===== config.mk =====
export PLATFORM = sky130hd
export DESIGN_NAME = otp_gen_ctrl
export DESIGN_NICKNAME = d
export VERILOG_FILES = /design/src/rtl/otp_gen_ctrl.sv
export SDC_FILE = /design/constraint.sdc
export NUM_CORES = 1
export LEC_CHECK = 0
export ABC_CLOCK_PERIOD_IN_PS = 1420
export CELL_PAD_IN_SITES_DETAIL_PLACEMENT = 0
export CELL_PAD_IN_SITES_GLOBAL_PLACEMENT = 1
export CORE_ASPECT_RATIO = 1.2
export CORE_MARGIN = 8
export CORE_UTILIZATION = 36
export CTS_CLUSTER_DIAMETER = 80
export DETAILED_ROUTE_END_ITERATION = 7
export PLACE_DENSITY_LB_ADDON = 0.3
export SYNTH_ARGS = -nofsm -noshare
export SYNTH_HDL_FRONTEND = slang
export SYNTH_SLANG_ARGS = --single-unit

===== constraint.sdc =====
create_clock -name clk -period 1.42 [get_ports clk]
set_input_delay 0.284 -clock clk [delete_from_list [all_inputs] [get_ports clk]]
set_output_delay 0.284 -clock clk [all_outputs]
set_load 0.03 [all_outputs]

===== src/rtl/otp_gen_ctrl.sv =====
// OTP generation sequencer: steps a 16-bit Fibonacci LFSR and draws four BCD digits
// by rejection sampling, presenting the packed word with a one-cycle latch pulse.
module otp_gen_ctrl #(
    parameter logic [15:0] SEED      = 16'hACE1,
    parameter int          REJ_LIMIT = 4
) (
    input  logic        clk,
    input  logic        reset,
    input  logic        gen_req,
    input  logic        gen_abort,
    input  logic [15:0] entropy_in,
    input  logic        entropy_valid,
    output logic [15:0] lfsr_digit,
    output logic        lfsr_latch,
    output logic        busy,
    output logic [7:0]  gen_count
);

    localparam int REJ_W = (REJ_LIMIT < 1) ? 1 : $clog2(REJ_LIMIT + 1);

    // state | meaning
    // IDLE  | LFSR holds; entropy reseed and gen_req accepted
    // DRAW  | LFSR steps each cycle; candidate nibbles accepted or rejected
    typedef enum logic {
        IDLE,
        DRAW
    } state_t;

    state_t             state_q, state_d;
    logic [15:0]        q_q, q_d;
    logic [11:0]        buf_q, buf_d;
    logic [15:0]        digit_q, digit_d;
    logic [1:0]         k_q, k_d;
    logic [REJ_W-1:0]   rej_q, rej_d;
    logic               latch_q, latch_d;
    logic [7:0]         cnt_q, cnt_d;

    logic [15:0]        step;
    logic [15:0]        mix;
    logic [3:0]         cand;
    logic [3:0]         dig;
    logic               accept;

    always_comb begin
        state_d = state_q;
        q_d     = q_q;
        buf_d   = buf_q;
        digit_d = digit_q;
        k_d     = k_q;
        rej_d   = rej_q;
        latch_d = 1'b0;
        cnt_d   = cnt_q;
        step    = {q_q[14:0], q_q[15] ^ q_q[13] ^ q_q[12] ^ q_q[10]};
        mix     = q_q ^ entropy_in;
        cand    = step[3:0];
        dig     = cand;
        accept  = 1'b0;

        case (state_q)
            IDLE: begin
                if (entropy_valid) begin
                    q_d = (mix == 16'h0000) ? SEED : mix;
                end
                if (gen_req) begin
                    state_d = DRAW;
                    k_d     = 2'd0;
                    rej_d   = '0;
                end
            end
            DRAW: begin
                // a zero state would lock the LFSR, so recover to the seed
                q_d = (step == 16'h0000) ? SEED : step;
                if (cand <= 4'd9) begin
                    accept = 1'b1;
                end else if (rej_q == REJ_W'(REJ_LIMIT)) begin
                    accept = 1'b1;
                    dig    = cand - 4'd10;
                end else begin
                    rej_d = rej_q + REJ_W'(1);
                end

                if (gen_abort) begin
                    state_d = IDLE;
                    k_d     = 2'd0;
                    rej_d   = '0;
                end else if (accept) begin
                    k_d   = k_q + 2'd1;
                    rej_d = '0;
                    case (k_q)
                        2'd0: buf_d[11:8] = dig;
                        2'd1: buf_d[7:4]  = dig;
                        2'd2: buf_d[3:0]  = dig;
                        default: begin
                            digit_d = {buf_q, dig};
                            latch_d = 1'b1;
                            cnt_d   = cnt_q + 8'd1;
                            state_d = IDLE;
                        end
                    endcase
                end
            end
            default: state_d = IDLE;
        endcase
    end

    always_ff @(posedge clk) begin
        if (reset) begin
            state_q <= IDLE;
            q_q     <= SEED;
            buf_q   <= 12'h000;
            digit_q <= 16'h0000;
            k_q     <= 2'd0;
            rej_q   <= '0;
            latch_q <= 1'b0;
            cnt_q   <= 8'd0;
        end else begin
            state_q <= state_d;
            q_q     <= q_d;
            buf_q   <= buf_d;
            digit_q <= digit_d;
            k_q     <= k_d;
            rej_q   <= rej_d;
            latch_q <= latch_d;
            cnt_q   <= cnt_d;
        end
    end

    assign lfsr_digit = digit_q;
    assign lfsr_latch = latch_q;
    assign busy       = (state_q == DRAW);
    assign gen_count  = cnt_q;

endmodule


==> impl_metrics.env <==
export IMPL_run_status="finished, violations left"
export IMPL_violations="negative setup slack"
export IMPL_hold_viol_final=0
export IMPL_cp_num_buf_inv=1
export IMPL_yosysUniqueCellTypes=40
export IMPL_fillCellCount=696
export IMPL_path_clk_slew_ns=0.07
export IMPL_grt_pass1_vias=2912
export IMPL_synth_top_area_share_pct=40.7
export IMPL_avgSynthCellArea_sq_um=8.47
export IMPL_finalCritPeriodShare_pct=110
export IMPL_clock_tree_root_cell="clkbuf_8"
export IMPL_dieHeight_microns=114
export IMPL_async_flop_share_pct=0
export IMPL_cpMaxStageDelayCell="dfxtp_2"
export IMPL_stdcell_area_sq_mm=0.00460
export IMPL_cp_num_cells=6
export IMPL_crit_path_max_incr_delay_ns=0.34
export IMPL_worstHoldStart="reset"
export IMPL_arrival_ns=1.83
export IMPL_fmax_mhz=641
export IMPL_finalSetupViolations=39
export IMPL_final_max_slew_viol_count=0
export IMPL_core_area_sq_mm=0.00797
export IMPL_p_per_area_mw_per_mm2=934
export IMPL_hp_class="primary input to flop"
export IMPL_r2r_end="q_q[0]$_SDFFE_PP1P_"
export IMPL_placedInstanceArea_sq_mm=0.00383
export IMPL_syn_cell_area_sq_mm=0.00290
export IMPL_drc=0
export IMPL_synth_common_cells="59 x dfxtp_1, 57 x nand2_1, 34 x a21oi_1"
export IMPL_drive_above_1_share_pct=45.9
export IMPL_critical_path_class="flop to flop"
export IMPL_crit_chain="buf_6 -> xor2_1 -> nor4_1 -> nand2_1 -> o211ai_1 -> a21o_1"
export IMPL_htree_levels=3
export IMPL_antenna_left=0
export IMPL_synth_enable_flop_cells=0
export IMPL_grt_max_degree=35
export IMPL_dp_slack_ns=-0.473
export IMPL_dr_total_vias=2801
export IMPL_start_util_pct=36.4
export IMPL_numCtsBuffers=9
export IMPL_skew_ns=0.0113
export IMPL_ctsHoldBuffers=0
export IMPL_period_minus_slack_ns=1.56
export IMPL_ff2ff_setup_slack_ns=-0.14
export IMPL_crit_start="q_q[14]$_SDFFE_PP0P_"
export IMPL_ir_drop_mv=0.494
export IMPL_grt_total_usage_pct=14.8
export IMPL_rsz0062_at_grt="yes"
export IMPL_required_ns=1.69
export IMPL_ys_ff_latch=59
export IMPL_cts_tree="done"
export IMPL_yosysMostFrequentCell="dfxtp_1"
export IMPL_setup_ws_ns=-0.140
export IMPL_dpl_hpwl_microns=5170
export IMPL_fp_dieW_microns=98.0
export IMPL_synthTopCellsByArea="dfxtp_1 41%, xor2_1 8.1%, nand2_1 7.4%, a21oi_1 5.9%, nor2_1 3.7%"
export IMPL_antenna_found_initial=0
export IMPL_clock_latency_ns=0.34
export IMPL_wl_per_cell_microns=14.5
export IMPL_vias_per_cell=5.11
export IMPL_io_buffers=46
export IMPL_syn_inst=343
export IMPL_clock_sinks=59
export IMPL_slew_limit_headroom_pct=69.1
export IMPL_area_growth_pct=58.6
export IMPL_worst_pin_slew_ns=0.463
export IMPL_drt_initial_drc_count=93
export IMPL_r2r_start="q_q[14]$_SDFFE_PP0P_"
export IMPL_grt_overflow=0
export IMPL_crit_fanout=8
export IMPL_gp_congestion=0.810
export IMPL_p_leak_nw=1.79
export IMPL_dr_pass1_iters=4
export IMPL_ys_flop_type="dfxtp_1"
export IMPL_rr_worst_depth=6
export IMPL_clk_path_buf_depth=2
export IMPL_holdPathEnd="gen_count[3]$_SDFFE_PP0P_"
export IMPL_crit_path_end_kind="flop"
export IMPL_nNetsFinal=477
export IMPL_yosys_warnings=0
export IMPL_min_path_cells=2
export IMPL_critPathTopFamily="simple AND/OR/NAND/NOR gates"
export IMPL_grt_pass1_wl_microns=13500
export IMPL_dieArea_sq_mm=0.0112
export IMPL_yosysTopAreaCell="dfxtp_1"
export IMPL_synth_seq_area_share_pct=40.7
export IMPL_cp_start_kind="flop"
export IMPL_drt_wl_total_microns=7930
export IMPL_rows=36
export IMPL_io_pins=47
export IMPL_num_antenna_cells=0
export IMPL_cap_violations=0
export IMPL_synth_fp_nets=372
[what timing repair did]
action                                  CTS  global route
gates resized for setup                  99           106
endpoints found under the setup margin   72            48
setup buffers                             5             4
gates cloned                              3             2
pin swaps                                49            56
[flip-flops by register name, indices dropped and copies added, names as in the netlist]
| name | flops |
|---|---|
| gen_count | 8 |
| busy | 1 |
| q_q | 16 |
| buf_q | 12 |
| rej_q | 3 |
| k_q | 2 |
| lfsr_digit | 16 |
| lfsr_latch | 1 |
[per-layer routing]
layer  global-route usage, %  up-vias  routed length, microns
met2                    25.3       48                    4010
met5                       0        -                       0
met3                    4.01       17                     342
met1                    16.4     1326                    3370
met4                    8.13        0                     202
li1                        -     1410                       -
[layout make-up]
cell class / instances / area (sq um) / share of cell area (%)
inverters: 9 / 33.8 / 0.734
multi-input cells: 256 / 2030 / 44.0
flip-flops and latches: 59 / 1210 / 26.3
clock inverters: 4 / 48.8 / 1.06
repair buffers: 113 / 1010 / 21.9
well taps: 95 / 119 / 2.58
clock buffers: 12 / 155 / 3.37
[worst max-delay path by stage]
stage                      endpoint  slack [ns]
5_1_grt         q_q[0]$_SDFFE_PP1P_       -0.21
2_1_floorplan  q_q[10]$_SDFFE_PP1P_       -0.06
3_5_place_dp   q_q[10]$_SDFFE_PP1P_       -0.47
3_3_place_gp   q_q[10]$_SDFFE_PP1P_       -0.47
4_1_cts         q_q[0]$_SDFFE_PP1P_       -0.14
6_report        q_q[0]$_SDFFE_PP1P_       -0.14
[cell families (layout without fill, tap and decap cells)]
family | Yosys count | in the layout | synth area share, %
and+or+nand+nor | 125 | 125 | 18.9
AOI/OAI and AO/OA | 86 | 86 | 20.7
DFF | 59 | 59 | 40.7
xor gates and xnor gates | 36 | 36 | 11.4
buffers and inverters | 28 | 138 | 4.52
adders and majority gates | 8 | 8 | 3.45
muxes | 1 | 1 | 0.345
[per-stage QoR]
step / hold slack (ns) / util, % / TNS, ns / power, mW / cells
3_5_place_dp: 0.448 / 48.0 / -15.83 / 2.59 / 518
6_report: 0.372 / 57.8 / -2.20 / 4.30 / 548
4_1_cts: 0.353 / 54.1 / -1.58 / 4.29 / 542
3_3_place_gp: 0.443 / 48.0 / -14.51 / 2.58 / 518
2_1_floorplan: 0.428 / - / -0.142 / 2.26 / 343
5_1_grt: 0.392 / 57.8 / -5.02 / 4.50 / 548
[power by group]
part	internal, mW	switching (mW)
Combinational	0.476	0.422
Clock	0.904	0.674
Sequential	1.73	0.0972
Total	3.11	1.19
[cell usage in the layout, fill, tap and decap left out, types with 5 or more instances in the layout]
| cell | instances |
|---|---|
| a211oi_1 | 9 |
| buf_12 | 5 |
| nand2_2 | 10 |
| o211ai_1 | 6 |
| nand2_4 | 18 |
| dfxtp_2 | 11 |
| o32a_2 | 5 |
| buf_4 | 48 |
| a21oi_1 | 8 |
| a21oi_2 | 26 |
| xnor2_1 | 6 |
| clkbuf_2 | 15 |
| inv_1 | 5 |
| ha_1 | 7 |
| o21ai_0 | 8 |
| nor2_1 | 25 |
| clkbuf_8 | 11 |
| clkdlybuf4s50_1 | 18 |
| nand2_1 | 29 |
| dfxtp_1 | 44 |
| nand3_1 | 13 |
| dlygate4sd2_1 | 6 |
| xor2_1 | 27 |
| a21o_1 | 6 |
| buf_6 | 11 |
Note: power is estimated with default switching activity, not from simulation.
